===== src/rtl/mem_copy_pkg.sv =====
// rtl/mem_copy_pkg.sv - shared types and constants for the memory copy/fill initiator
package mem_copy_pkg;

  typedef enum logic [2:0] {
    ST_IDLE,
    ST_RD,
    ST_RD_WAIT,
    ST_WR,
    ST_WR_WAIT,
    ST_DONE
  } state_e;

  typedef enum logic {
    MODE_COPY = 1'b0,
    MODE_FILL = 1'b1
  } mode_e;

  localparam logic [31:0] WordBytes = 32'd4;

endpackage


===== src/rtl/mem_copy_initiator.sv =====
// rtl/mem_copy_initiator.sv - word copy/fill bus initiator for a single-outstanding memory port
module mem_copy_initiator
  import mem_copy_pkg::*;
#(
  parameter int LenW       = 16,
  parameter int TimeoutCyc = 8
) (
  input  logic            clk_i,
  input  logic            rst_i,
  input  logic            start_i,
  input  logic            mode_i,
  input  logic [31:0]     src_addr_i,
  input  logic [31:0]     dst_addr_i,
  input  logic [LenW-1:0] len_i,
  input  logic [31:0]     pattern_i,
  output logic            busy_o,
  output logic            done_o,
  output logic            err_o,
  output logic            req_o,
  output logic            we_o,
  output logic [3:0]      be_o,
  output logic [31:0]     addr_o,
  output logic [31:0]     wdata_o,
  input  logic            rvalid_i,
  input  logic [31:0]     rdata_i
);

  localparam int            TmrW    = $clog2(TimeoutCyc + 1);
  localparam logic [TmrW-1:0] TmrLast = TmrW'(TimeoutCyc - 1);

  state_e          state_q, state_d;
  mode_e           mode_q, mode_d;
  logic [31:0]     src_q, src_d;
  logic [31:0]     dst_q, dst_d;
  logic [LenW-1:0] remaining_q, remaining_d;
  logic [31:0]     pattern_q, pattern_d;
  logic [31:0]     data_q, data_d;
  logic [TmrW-1:0] timer_q, timer_d;
  logic            err_q, err_d;

  // State register and transfer context; reset drops any transfer in flight without done_o.
  always_ff @(posedge clk_i) begin
    if (rst_i) begin
      state_q     <= ST_IDLE;
      mode_q      <= MODE_COPY;
      src_q       <= '0;
      dst_q       <= '0;
      remaining_q <= '0;
      pattern_q   <= '0;
      data_q      <= '0;
      timer_q     <= '0;
      err_q       <= 1'b0;
    end else begin
      state_q     <= state_d;
      mode_q      <= mode_d;
      src_q       <= src_d;
      dst_q       <= dst_d;
      remaining_q <= remaining_d;
      pattern_q   <= pattern_d;
      data_q      <= data_d;
      timer_q     <= timer_d;
      err_q       <= err_d;
    end
  end

  // Next-state and bus outputs; bus fields stay zero whenever no request is issued.
  always_comb begin
    state_d     = state_q;
    mode_d      = mode_q;
    src_d       = src_q;
    dst_d       = dst_q;
    remaining_d = remaining_q;
    pattern_d   = pattern_q;
    data_d      = data_q;
    timer_d     = timer_q;
    err_d       = err_q;
    req_o       = 1'b0;
    we_o        = 1'b0;
    be_o        = 4'h0;
    addr_o      = '0;
    wdata_o     = '0;

    case (state_q)
      ST_IDLE: begin
        if (start_i) begin
          mode_d      = mode_e'(mode_i);
          src_d       = src_addr_i;
          dst_d       = dst_addr_i;
          remaining_d = len_i;
          pattern_d   = pattern_i;
          err_d       = 1'b0;
          if ((src_addr_i[1:0] != 2'b00) || (dst_addr_i[1:0] != 2'b00)) begin
            err_d   = 1'b1;
            state_d = ST_DONE;
          end else if (len_i == '0) begin
            state_d = ST_DONE;
          end else begin
            state_d = mode_i ? ST_WR : ST_RD;
          end
        end
      end
      ST_RD: begin
        req_o   = 1'b1;
        addr_o  = src_q;
        timer_d = '0;
        state_d = ST_RD_WAIT;
      end
      ST_RD_WAIT: begin
        if (rvalid_i) begin
          data_d  = rdata_i;
          state_d = ST_WR;
        end else if (timer_q == TmrLast) begin
          err_d   = 1'b1;
          state_d = ST_DONE;
        end else begin
          timer_d = timer_q + TmrW'(1);
        end
      end
      ST_WR: begin
        req_o   = 1'b1;
        we_o    = 1'b1;
        be_o    = 4'hF;
        addr_o  = dst_q;
        wdata_o = (mode_q == MODE_FILL) ? pattern_q : data_q;
        timer_d = '0;
        state_d = ST_WR_WAIT;
      end
      ST_WR_WAIT: begin
        if (rvalid_i) begin
          remaining_d = remaining_q - LenW'(1);
          src_d       = src_q + WordBytes;
          dst_d       = dst_q + WordBytes;
          if (remaining_q == LenW'(1)) begin
            state_d = ST_DONE;
          end else begin
            state_d = (mode_q == MODE_FILL) ? ST_WR : ST_RD;
          end
        end else if (timer_q == TmrLast) begin
          err_d   = 1'b1;
          state_d = ST_DONE;
        end else begin
          timer_d = timer_q + TmrW'(1);
        end
      end
      ST_DONE: begin
        state_d = ST_IDLE;
      end
      default: begin
        state_d = ST_IDLE;
      end
    endcase

    // A response nobody asked for is flagged but does not stop the transfer.
    if (rvalid_i && (state_q != ST_RD_WAIT) && (state_q != ST_WR_WAIT)) begin
      err_d = 1'b1;
    end
  end

  assign busy_o = (state_q != ST_IDLE);
  assign done_o = (state_q == ST_DONE);
  assign err_o  = err_q;

  a_req_not_b2b : assert property (@(posedge clk_i) disable iff (rst_i) req_o |=> !req_o);
  a_addr_align  : assert property (@(posedge clk_i) disable iff (rst_i) req_o |-> (addr_o[1:0] == 2'b00));
  a_be_write    : assert property (@(posedge clk_i) disable iff (rst_i) (be_o == 4'hF) == (req_o && we_o));

endmodule

===== config.mk =====
export PLATFORM = sky130hd
export DESIGN_NAME = mem_copy_initiator
export DESIGN_NICKNAME = d
export VERILOG_FILES = /design/src/rtl/mem_copy_pkg.sv /design/src/rtl/mem_copy_initiator.sv
export SDC_FILE = /design/constraint.sdc
export NUM_CORES = 1
export LEC_CHECK = 0
export BUFFER_PORTS_ARGS = -buffer_cell sky130_fd_sc_hd__buf_2
export CORE_ASPECT_RATIO = 1.25
export CORE_MARGIN = 5
export CORE_UTILIZATION = 50
export DETAILED_ROUTE_END_ITERATION = 7
export PLACE_DENSITY_LB_ADDON = 0.05
export SETUP_SLACK_MARGIN = 0.5
export SYNTH_ARGS = -nofsm -noshare
export SYNTH_HDL_FRONTEND = slang
export SYNTH_SLANG_ARGS = --single-unit

===== constraint.sdc =====
create_clock -name clk_i -period 3.4 [get_ports clk_i]
set_input_delay 0.51 -clock clk_i [delete_from_list [all_inputs] [get_ports clk_i]]
set_output_delay 0.51 -clock clk_i [all_outputs]
set_load 0.01 [all_outputs]

==> flow_summary_export.csv, run 1 <==
group,metric,value,unit
run_status,run_status,"completed",
floorplan,die_h,156,microns
global_routing,grt_antenna_before_repair,3,
worst_setup_path,startpoint_class,"flop",
global_routing,track_usage,0.263,
global_routing,grt_max_degree,84,
layout,layout_commonest_cell,"buf_2",
placed_design,port-buffer-count,221,
global_routing,grt_first_pass_wirelength,42900,microns
timing,worst_slack,720,ps
worst_setup_path,worstSetupPathDepth,6,
timing,hold_viol_final,0,
timing,setup-tns-final,0,ps
placed_design,gp_routability_congestion,0.908,
run,max_cap_violations,0,
worst_setup_path,setup.worst_path.end_class,"output pin",
logic_synthesis,ys_dominant_reg_cell,"dfxtp_1",
logic_synthesis,ys_seq_area_frac,0.357,
worst_setup_path,reg2reg_to,"dst_q[17]",
layout,sequential_cell_area,3070,sq um
layout,fin_nets,1470,
worst_setup_path,crit_path_max_fanout,33,
worst_setup_path,timing.critical_path.from,"state_q[2]",
floorplan,coreArea,16800,sq um
cts,cts_max_level,4,
worst_setup_path,timing.critical_path.cells,"nand2b_1 -> inv_1 -> nand2_1 -> buf_4 -> inv_1 -> buf_2",
global_routing,via_count_of_the_first_global_routing_pass,8731,
layout,layout_common_cells,"buf_2, nand2_1, dfxtp_1, nor2_1, a21oi_1",
power_and_ir_drop,power.ir.vdd_worst,0.000401,V
detailed_routing,route.detailed.vias_per_inst,5.88,
timing,timing_max_transition_violations_final,0,
detailed_routing,drt_wl_total,26800,microns
power_and_ir_drop,powerDensity,591,nW/um^2
floorplan,chip_width,127,microns
cts,cts_tree,"built",
logic_synthesis,syn_avg_cell_area,7.40,sq um
logic_synthesis,synthesis.area,8580,sq um
logic_synthesis,asyncSetResetFlopFracSynth,0,
timing,clock-skew-final,8.10,ps
worst_setup_path,rrSetupSlack,960,ps
layout,synthToLayoutAreaGrowth,20.2,%
placed_design,detailed_place_hpwl,18500,microns
logic_synthesis,number_of_synthesized_flops_with_an_enable_pin,0,
logic_synthesis,synth-seq-cells,153,
logic_synthesis,syn-num-nets,1314,
logic_synthesis,yosys_warnings,0,
floorplan,boundaryPins,222,
worst_setup_path,critical-path-top-cell-by-count,"inv_1",
timing,finalSetupViolCount,0,
hold_path,timing.hold.worst.class,"primary input to flop",
detailed_routing,remaining_drc_errors,0,
timing,max_freq,373,MHz
worst_setup_path,worst_path_dominant_cell_family,"buffers and inverters",
timing,max-slew-margin-rel,0.330,
worst_setup_path,endpoint,"be_o[0]",
floorplan,initial_core_util,0.509,
layout,fillers,1618,
detailed_routing,dr_total_vias,9113,
worst_setup_path,cp.buffers_inverters,4,
layout,multiInputGateArea,5020,sq um
worst_setup_path,cp.arrival,2170,ps
detailed_routing,drtAntennaViolNets,0,
detailed_routing,drtPass1Iterations,6,
layout,post_route_cells_drive_above_1_share,0.220,
floorplan,fp.dieArea,19900,sq um
floorplan,rows,53,
cts,cts.clk_slew.worst_paths,60,ps
logic_synthesis,postSynthCellCount,1160,
worst_setup_path,timing.rr.start,"state_q[2]",
cts,cts_max_path_buffers,2,
worst_setup_path,timing_worst_setup_path_type,"flop to output pin",
timing,final.period_utilization,0.788,
timing,finalWorstPathRequiredPeriod,2680,ps
worst_setup_path,required,2890,ps
global_routing,globalRouteOverflowTotal,0,
worst_setup_path,critical_path.slowest_cell,"dfxtp_1",
power_and_ir_drop,power_leakage,3.98,nW
worst_setup_path,worst-r2r-cell-count,6,
cts,cts_inserted_buffers,17,
detailed_routing,post_drt_wl_per_cell,17.3,microns
cts,worst_skew_pair.late_latency,420,ps
cts,cts.root.buffer_cell,"clkbuf_16",
cts,cts_num_sinks,153,
logic_synthesis,post_synth_num_cell_types,68,
timing,grt_setup_unrepaired,"false",
worst_setup_path,worst_path_largest_cell_delay,660,ps
timing,tightestPinTransition,995,ps
detailed_routing,drtIter0Drc,717,
placed_design,place_worst_setup_slack,990,ps
[cells in the mapped netlist, types with 3 or more instances]
cell / n / share of area
nand2_1: 207 / 0.091
dfxtp_1: 153 / 0.36
nor2_1: 125 / 0.055
a21oi_1: 119 / 0.069
mux2i_1: 74 / 0.086
clkbuf_1: 66 / 0.029
o21ai_0: 51 / 0.030
nor3_1: 44 / 0.026
nand3_1: 34 / 0.020
nor4_1: 30 / 0.022
a211oi_1: 28 / 0.025
buf_2: 21 / 0.012
nand4_1: 16 / 0.012
and3_1: 15 / 0.011
a311oi_1: 14 / 0.014
inv_1: 14 / 0.0061
and4_1: 12 / 0.012
o22ai_1: 11 / 0.0080
a31oi_1: 10 / 0.0073
and2_1: 8 / 0.0058
buf_1: 8 / 0.0035
or3_1: 7 / 0.0051
nor3b_1: 6 / 0.0053
a22oi_1: 5 / 0.0044
buf_4: 5 / 0.0044
ha_1: 5 / 0.0073
o21a_1: 4 / 0.0035
o221ai_1: 4 / 0.0041
o32ai_1: 4 / 0.0041
o41ai_1: 4 / 0.0041
buf_6: 3 / 0.0039
nand3b_1: 3 / 0.0026
o31ai_1: 3 / 0.0026
xnor2_1: 3 / 0.0031
[power by group]
part	total, W	switching (W)	leakage [nW]	internal [W]
registers	0.00242	0.000344	1.25	0.00208
clock network	0.00195	0.000789	0.299	0.00116
logic	0.00173	0.00104	2.43	0.000682
total	0.00610	0.00218	3.98	0.00392
[tightest hold or removal path, cell delays in order]
cell     delay [ps]
buf_2            90
nand2_1          40
a21oi_1          50
[what timing repair did]
action                                  in CTS  in global routing
buffers inserted                             0                  0
gates resized for setup                      0                  1
endpoints found under the setup margin       0                  1
hold buffers                                 0                  0
[registers in the layout, summed over array words and instances, names as in the netlist]
register,flops
data_q,32
dst_q,32
pattern_q,32
src_q,32
remaining_q,16
timer_q,4
state_q,3
err_o,1
mode_q,1
[layout make-up]
type                    instances  share of cell area
well taps                     220              0.0267
repair buffers                242               0.126
clock inverters                14              0.0166
clock buffers                  18              0.0416
inverters                      14             0.00510
diodes                          2            0.000485
flip-flops and latches        153               0.297
multi-input cells             888               0.487
[per-stage QoR]
step / utilization / area (sq um) / instances / hold WS, ps / total power [W]
global placement: 0.576 / 9700 / 1517 / 442 / 0.00415
detailed placement: 0.576 / 9700 / 1517 / 447 / 0.00417
CTS: 0.612 / 10300 / 1549 / 308 / 0.00611
finish: 0.612 / 10300 / 1551 / 317 / 0.00610
floorplan: - / 8580 / 1160 / 436 / 0.00365
global route: 0.612 / 10300 / 1549 / 310 / 0.00644
[kinds of logic after synthesis]
kind of cell | synth area share
and+or+nand+nor | 0.283
adders and majority gates | 0.00729
AOI/OAI and AO/OA | 0.202
DFF | 0.357
buffers and inverters | 0.0602
xor gates and xnor gates | 0.00306
muxes | 0.0877
[worst min path at each step]
stage / startpoint / endpoint / slack [ps] / depth (start not counted)
after global placement: src_q[0] / src_q[0] / 440 / 2
after CTS: rdata_i[29] / data_q[29] / 310 / 3
after global routing: rdata_i[15] / data_q[15] / 310 / 3
final: rdata_i[15] / data_q[15] / 320 / 3
after detailed placement: data_q[7] / data_q[7] / 450 / 2
after floorplan: data_q[0] / data_q[0] / 440 / 2
[layer usage]
metal / track usage / share of wire / wire length, microns
met1: 0.318 / 0.41 / 10900
met2: 0.446 / 0.48 / 13000
met3: 0.0608 / 0.072 / 1930
met4: 0.120 / 0.037 / 994
met5: 0 / 0.0012 / 33
No activity file was read; power rests on OpenSTA's default activity.
==> inputs of run 2 (changes only) <==
--- a/config.mk
+++ b/config.mk
@@ -5,6 +5,7 @@
 export SDC_FILE = /design/constraint.sdc
 export NUM_CORES = 1
 export LEC_CHECK = 0
+export ABC_AREA = 1
 export BUFFER_PORTS_ARGS = -buffer_cell sky130_fd_sc_hd__buf_2
 export CORE_ASPECT_RATIO = 1.25
 export CORE_MARGIN = 5
==> constraint.sdc (replaced) <==
create_clock -name clk_i -period 2.5 [get_ports clk_i]
set_input_delay 0.375 -clock clk_i [delete_from_list [all_inputs] [get_ports clk_i]]
set_output_delay 0.375 -clock clk_i [all_outputs]
set_load 0.01 [all_outputs]
==> run 2 against run 1 <==
  * Combinational power increased to 2.9 times the previous value
  * Hold slack got worse by 150 ps
  * Sequential share of layout area decreased by 3.1 points
  * Setup slack got worse by 200 ps
  * Utilization increased by 0.55 points
  * Final cell count increased by 30%
  * Non-clock buffer count increased by 5
  * Via count increased by 18%
  * Synthesized area increased by 9.3%
  * Critical path type unchanged
  * Largest cell class unchanged
==> flow_summary_export.csv, run 2 <==
group,metric,value,unit
worst_setup_path,worst_path_largest_cell_delay,370,ps
detailed_routing,drtIter0Drc,823,
layout,antennaDiodeCount,0,
worst_setup_path,setup.worst_path.end_class,"output pin",
detailed_routing,dr_total_vias,10700,
timing,clock-skew-final,16.1,ps
worst_setup_path,cp.arrival,1600,ps
floorplan,chip_width,133,microns
logic_synthesis,synth_area_leader_cell,"dfxtp_1",
global_routing,grt_max_degree,119,
floorplan,fp.dieArea,21600,sq um
global_routing,track_usage,0.274,
placed_design,place_worst_setup_slack,569,ps
floorplan,coreArea,18600,sq um
detailed_routing,drtPass1Iterations,7,
cts,cts_inserted_buffers,17,
floorplan,initial_core_util,0.503,
layout,layout_common_cells,"nand2_1, buf_2, nor2_1, inv_1",
layout,post_route_cells_drive_above_1_share,0.192,
power_and_ir_drop,power_leakage,5.20,nW
logic_synthesis,syn_avg_cell_area,5.91,sq um
power_and_ir_drop,powerDensity,997,nW/um^2
logic_synthesis,yosys.area_share.adder,0.00667,
placed_design,postPlaceCellArea,10500,sq um
worst_setup_path,timing.critical_path.cells,"nor2_4 -> nand2_4 -> inv_8 -> buf_12 -> clkbuf_16 -> nand2_1 -> inv_1 -> buf_2",
detailed_routing,drt_wl_total,31000,microns
logic_synthesis,ys_seq_area_frac,0.327,
layout,layout.core_utilization,0.618,
cts,cts_hold_repair.buffers,0,
run_status,run_status,"completed",
logic_synthesis,synth_area_leaders,"dfxtp_1, nand2_1, o21ai_0",
logic_synthesis,ys_dominant_reg_cell,"dfxtp_1",
timing,worst_slack,520,ps
worst_setup_path,required,2120,ps
cts,cts.root.buffer_cell,"clkbuf_16",
layout,synthToLayoutAreaGrowth,22.7,%
cts,cts_num_sinks,153,
floorplan,die_h,163,microns
timing,finalWorstPathRequiredPeriod,1980,ps
floorplan,rows,56,
logic_synthesis,yosys-mux-area-fraction,0,
worst_setup_path,crit_path_max_fanout,6,
logic_synthesis,synth-xor-area-share,0.00934,
timing,final.hold.worst_slack,166,ps
logic_synthesis,post_synth_num_cell_types,33,
timing,timing_max_transition_violations_final,0,
timing,setup-tns-final,0,ps
logic_synthesis,synth-seq-cells,153,
worst_setup_path,timing_worst_setup_path_type,"flop to output pin",
timing,hold_viol_final,0,
placed_design,port-buffer-count,221,
worst_setup_path,critical_path.slowest_cell,"dfxtp_4",
cts,worst_skew_pair.late_latency,430,ps
worst_setup_path,rrSetupSlack,610,ps
layout,fillers,1839,
floorplan,boundaryPins,222,
cts,cts_tree,"built",
logic_synthesis,yosys_warnings,0,
placed_design,detailed_place_hpwl,21900,microns
placed_design,gp_routability_congestion,0.937,
worst_setup_path,startpoint_class,"flop",
layout,layout_commonest_cell,"nand2_1",
logic_synthesis,asyncSetResetFlopFracSynth,0,
timing,final.period_utilization,0.792,
layout,post_route_standard_cell_area_excluding_fillers,11500,sq um
logic_synthesis,synth_top_cell_area_share,0.327,
timing,tightestPinTransition,1130,ps
logic_synthesis,largest_family_of_logic_cells_by_synthesized_area,"simple AND/OR/NAND/NOR gates",
global_routing,via_count_of_the_first_global_routing_pass,9867,
hold_path,timing.hold.worst.class,"primary input to flop",
logic_synthesis,number_of_synthesized_flops_with_an_enable_pin,0,
global_routing,grt_antenna_before_repair,0,
cts,cts_max_level,4,
layout,multiInputGateArea,5300,sq um
timing,finalSetupViolCount,0,
cts,cts_max_path_buffers,2,
cts,cts.clk_slew.worst_paths,60,ps
layout,fin_nets,1921,
logic_synthesis,post-synth-top-count-cell,"nand2_1",
logic_synthesis,synthesis.area,9380,sq um
logic_synthesis,netlist_top_cells_count,"nand2_1, nor2_1, inv_1",
detailed_routing,remaining_drc_errors,0,
timing,max-slew-margin-rel,0.247,
detailed_routing,post_drt_wl_per_cell,15.4,microns
logic_synthesis,synth-simple-area-share,0.333,
layout,sequential_cell_area,3070,sq um
timing,max_freq,505,MHz
logic_synthesis,syn-num-nets,1740,
timing,grt_setup_unrepaired,"true",
run,max_cap_violations,0,
global_routing,grt_first_pass_wirelength,48500,microns
detailed_routing,drtAntennaViolNets,0,
logic_synthesis,compound_gate_portion_of_the_synthesized_area,0.200,
global_routing,globalRouteOverflowTotal,0,
power_and_ir_drop,power.ir.vdd_worst,0.000639,V
detailed_routing,route.detailed.vias_per_inst,5.33,
logic_synthesis,postSynthCellCount,1586,
run 2: changes by cell type after synthesis, sizes merged, moves of 32 or more:
cell and change:
mux2i -74, inv +185, nand3 +59, nor2 +83
o21ai +145, nor3 -37, nand2 +233, nor4 -32
run 2: repair_timing:
action,CTS,global route
cloned,1,5
gates resized for setup,32,50
buffers inserted,4,1
pin swaps,1,1
endpoints found under the setup margin,70,116
run 2: stage by stage:
step / total power [W] / std cells
after floorplan: 0.00738 / 1586
after global placement: 0.00855 / 1969
after detailed placement: 0.00863 / 1969
after CTS: 0.0112 / 2006
after global routing: 0.0124 / 2012
final: 0.0115 / 2012
run 2: power by group:
part | internal [W] | switching [W] | total (W)
Clock | 0.00132 | 0.00114 | 0.00247
Combinational | 0.00172 | 0.00325 | 0.00497
Sequential | 0.00327 | 0.000778 | 0.00405
run 2: routing by layer:
metal,vias to the layer above,track usage,wire length (microns)
li1,5419,-,-
met1,4812,0.338,12700
met2,422,0.477,15100
met3,69,0.0441,2050
met4,0,0.112,1150
met5,-,0,0
run 2: cells by family after synthesis:
group / after synthesis
flip-flops: 153
adder cells (fa/ha/maj): 5
XOR/XNOR: 10
AO/OA/AOI/OAI: 359
AND/OR/NAND/NOR: 774
buffers and inverters: 285
run 2: final timing paths:
kind                               startpoint            end  cells after the start
worst max-delay path               state_q[2]    wdata_o[20]                      8
worst min-delay path              rdata_i[27]     data_q[27]                      3
worst max register to register     state_q[0]       dst_q[7]                      9
worst min register to register  pattern_q[14]  pattern_q[14]                      2
run 2: layout make-up:
| cell class | instances | share of cell area |
|---|---|---|
| sequential | 153 | 0.267 |
| timing repair buffer | 247 | 0.134 |
| multi-input combinational | 1148 | 0.460 |
| clock inverter | 13 | 0.00935 |
| clock buffer | 19 | 0.0385 |
| tap | 232 | 0.0252 |
| inverter | 200 | 0.0662 |
run 2: worst max-delay path: cells and delay by family (launching register included):
kind	cells	cell delay [ps]
AND/OR/NAND/NOR	3	280
buffers and inverters	5	510
flip-flops	1	370
==> inputs of run 3 (changes only) <==
==> constraint.sdc (replaced) <==
create_clock -name clk_i -period 1.6 [get_ports clk_i]
set_input_delay 0.24 -clock clk_i [delete_from_list [all_inputs] [get_ports clk_i]]
set_output_delay 0.24 -clock clk_i [all_outputs]
set_load 0.01 [all_outputs]
==> run 3 against run 2 <==
  * The flow now finishes with violations (setup timing)
  * Total power rose by 150%
  * Critical path depth fell by 3
  * Final cell count rose by 8.3%
  * Register-to-register slack got worse by 890 ps
  * Utilization rose by 24 points
  * Global-route usage rose by 8.8 points
  * Die area did not move
  * Sequential power rose by 62%
==> flow_summary_export.csv, run 3 (synthesis gave the netlist of run 2 again) <==
group,metric,value,unit
placed_design,detailed_place_hpwl,23300,microns
cts,cts_tree,"built",
timing,max-slew-margin-rel,0.649,
detailed_routing,remaining_drc_errors,0,
global_routing,grt_max_degree,55,
detailed_routing,drtPass1Iterations,6,
cts,cts_num_sinks,153,
timing,setup-tns-final,-43730,ps
detailed_routing,dr_total_vias,13000,
cts,cts_max_level,4,
timing,timing_max_transition_violations_final,0,
detailed_routing,route.detailed.vias_per_inst,5.97,
run_status,run_status,"complete, but fails checks",
layout,fin_nets,2088,
global_routing,grt_first_pass_wirelength,62500,microns
floorplan,boundaryPins,222,
layout,synthToLayoutAreaGrowth,71.1,%
cts,cts_max_path_buffers,2,
global_routing,via_count_of_the_first_global_routing_pass,12100,
timing,grt_setup_unrepaired,"true",
worst_setup_path,required,1360,ps
floorplan,rows,56,
placed_design,dpl_cells,2045,
layout,sequential_cell_area,3090,sq um
worst_setup_path,crit_path_max_fanout,3,
global_routing,grt_antenna_before_repair,1,
global_routing,globalRouteOverflowTotal,0,
timing,clock-skew-final,21.2,ps
power_and_ir_drop,powerDensity,1760,nW/um^2
floorplan,coreArea,18600,sq um
cts,cts.root.buffer_cell,"clkbuf_16",
timing,worst_slack,-422,ps
timing,finalSetupViolCount,224,
placed_design,port-buffer-count,221,
hold_path,timing.hold.worst.class,"primary input to flop",
floorplan,chip_width,133,microns
floorplan,die_h,163,microns
timing,final.period_utilization,1.26,
detailed_routing,drtIter0Drc,1304,
layout,post_route_cells_drive_above_1_share,0.432,
cts,cts.clk_slew.worst_paths,70,ps
power_and_ir_drop,power_leakage,6.98,nW
timing,hold_viol_final,0,
worst_setup_path,startpoint_class,"flop",
placed_design,gp_routability_congestion,0.923,
layout,layout.core_utilization,0.861,
timing,max_freq,495,MHz
power_and_ir_drop,power.ir.vdd_worst,0.00104,V
layout,layout_common_cells,"nand2_1, buf_2, inv_1, nor2_1, dfxtp_1",
cts,worst_skew_pair.late_latency,450,ps
timing,tightestPinTransition,526,ps
floorplan,fp.dieArea,21600,sq um
run_status,failed_checks,"setup timing",
layout,antennaDiodeCount,0,
floorplan,initial_core_util,0.503,
layout,layout_commonest_cell,"nand2_1",
layout,fillers,1033,
run,max_cap_violations,0,
worst_setup_path,cp.arrival,1780,ps
detailed_routing,post_drt_wl_per_cell,21.0,microns
worst_setup_path,setup.worst_path.end_class,"output pin",
worst_setup_path,timing_worst_setup_path_type,"flop to output pin",
detailed_routing,drtAntennaViolNets,0,
layout,multiInputGateArea,6990,sq um
global_routing,track_usage,0.362,
layout,final_cell_count_no_fill,2179,
cts,cts_inserted_buffers,17,
detailed_routing,drt_wl_total,45800,microns
timing,finalWorstPathRequiredPeriod,2020,ps
[run 3: cell types whose count changed in the layout (fill, tap and decap cells not counted), moves of 33 or more]
cell / delta
o21ai_0: -89
a21oi_1: -78
a21oi_2: +74
o21ai_2: +73
buf_4: +62
nand2_1: -60
buf_6: +54
buf_12: +33
[run 3: critical path: stages, from the launching register on]
cell	delay, ps
dfxtp_2	360
buf_4	160
inv_2	60
buf_4	160
nor3_1	380
buf_2	220
[run 3: final timing paths]
check	startpoint	endpoint	slack (ps)	depth (start not counted)
worst max-delay path	state_q[0]	done_o	-420	5
worst min-delay path	rdata_i[7]	data_q[7]	10	3
worst max register to register	state_q[1]	timer_q[3]	-280	16
worst min register to register	pattern_q[28]	pattern_q[28]	460	2
[run 3: where the power goes]
part           switching, W  internal, W
combinational       0.00932      0.00806
sequential          0.00141      0.00516
clock               0.00199      0.00237
[run 3: through the flow]
step                hold slack, ps  setup WS, ps  total power [W]  area (sq um)
floorplan                      375           272           0.0125         10100
global placement               433          20.2           0.0154         11800
detailed placement             443         -41.1           0.0156         11800
CTS                           10.3          -330           0.0256         15000
global route                  23.3          -481           0.0294         16100
finish                        12.7          -422           0.0283         16100
[run 3: repair_timing]
action                     in CTS  in global routing
hold endpoints to repair        0                  0
cloned                         37                  5
hold buffers                    0                  0
resized for setup             336                228
setup buffers                  52                  8
setup endpoints to repair     226                226
pin swaps                      86                 56
[run 3: final cells by class]
cell class                      instances  area share
Sequential cell                       153       0.193
Timing Repair inverter                  1    0.000702
Tap cell                              232      0.0181
Inverter                              200      0.0504
Multi-Input combinational cell       1149       0.436
Clock inverter                         15      0.0111
Timing Repair Buffer                  412       0.265
Clock buffer                           17      0.0265
[run 3: per-layer routing]
metal  routed length (microns)  vias to the layer above  GRT usage  share of wire
met5                         6                        -          0        0.00013
met4                      4040                        2      0.230          0.088
met3                      3970                      331     0.0647          0.087
met2                     22000                      899      0.629           0.48
met1                     15800                     5963      0.410           0.34
li1                          -                     5805          -              -
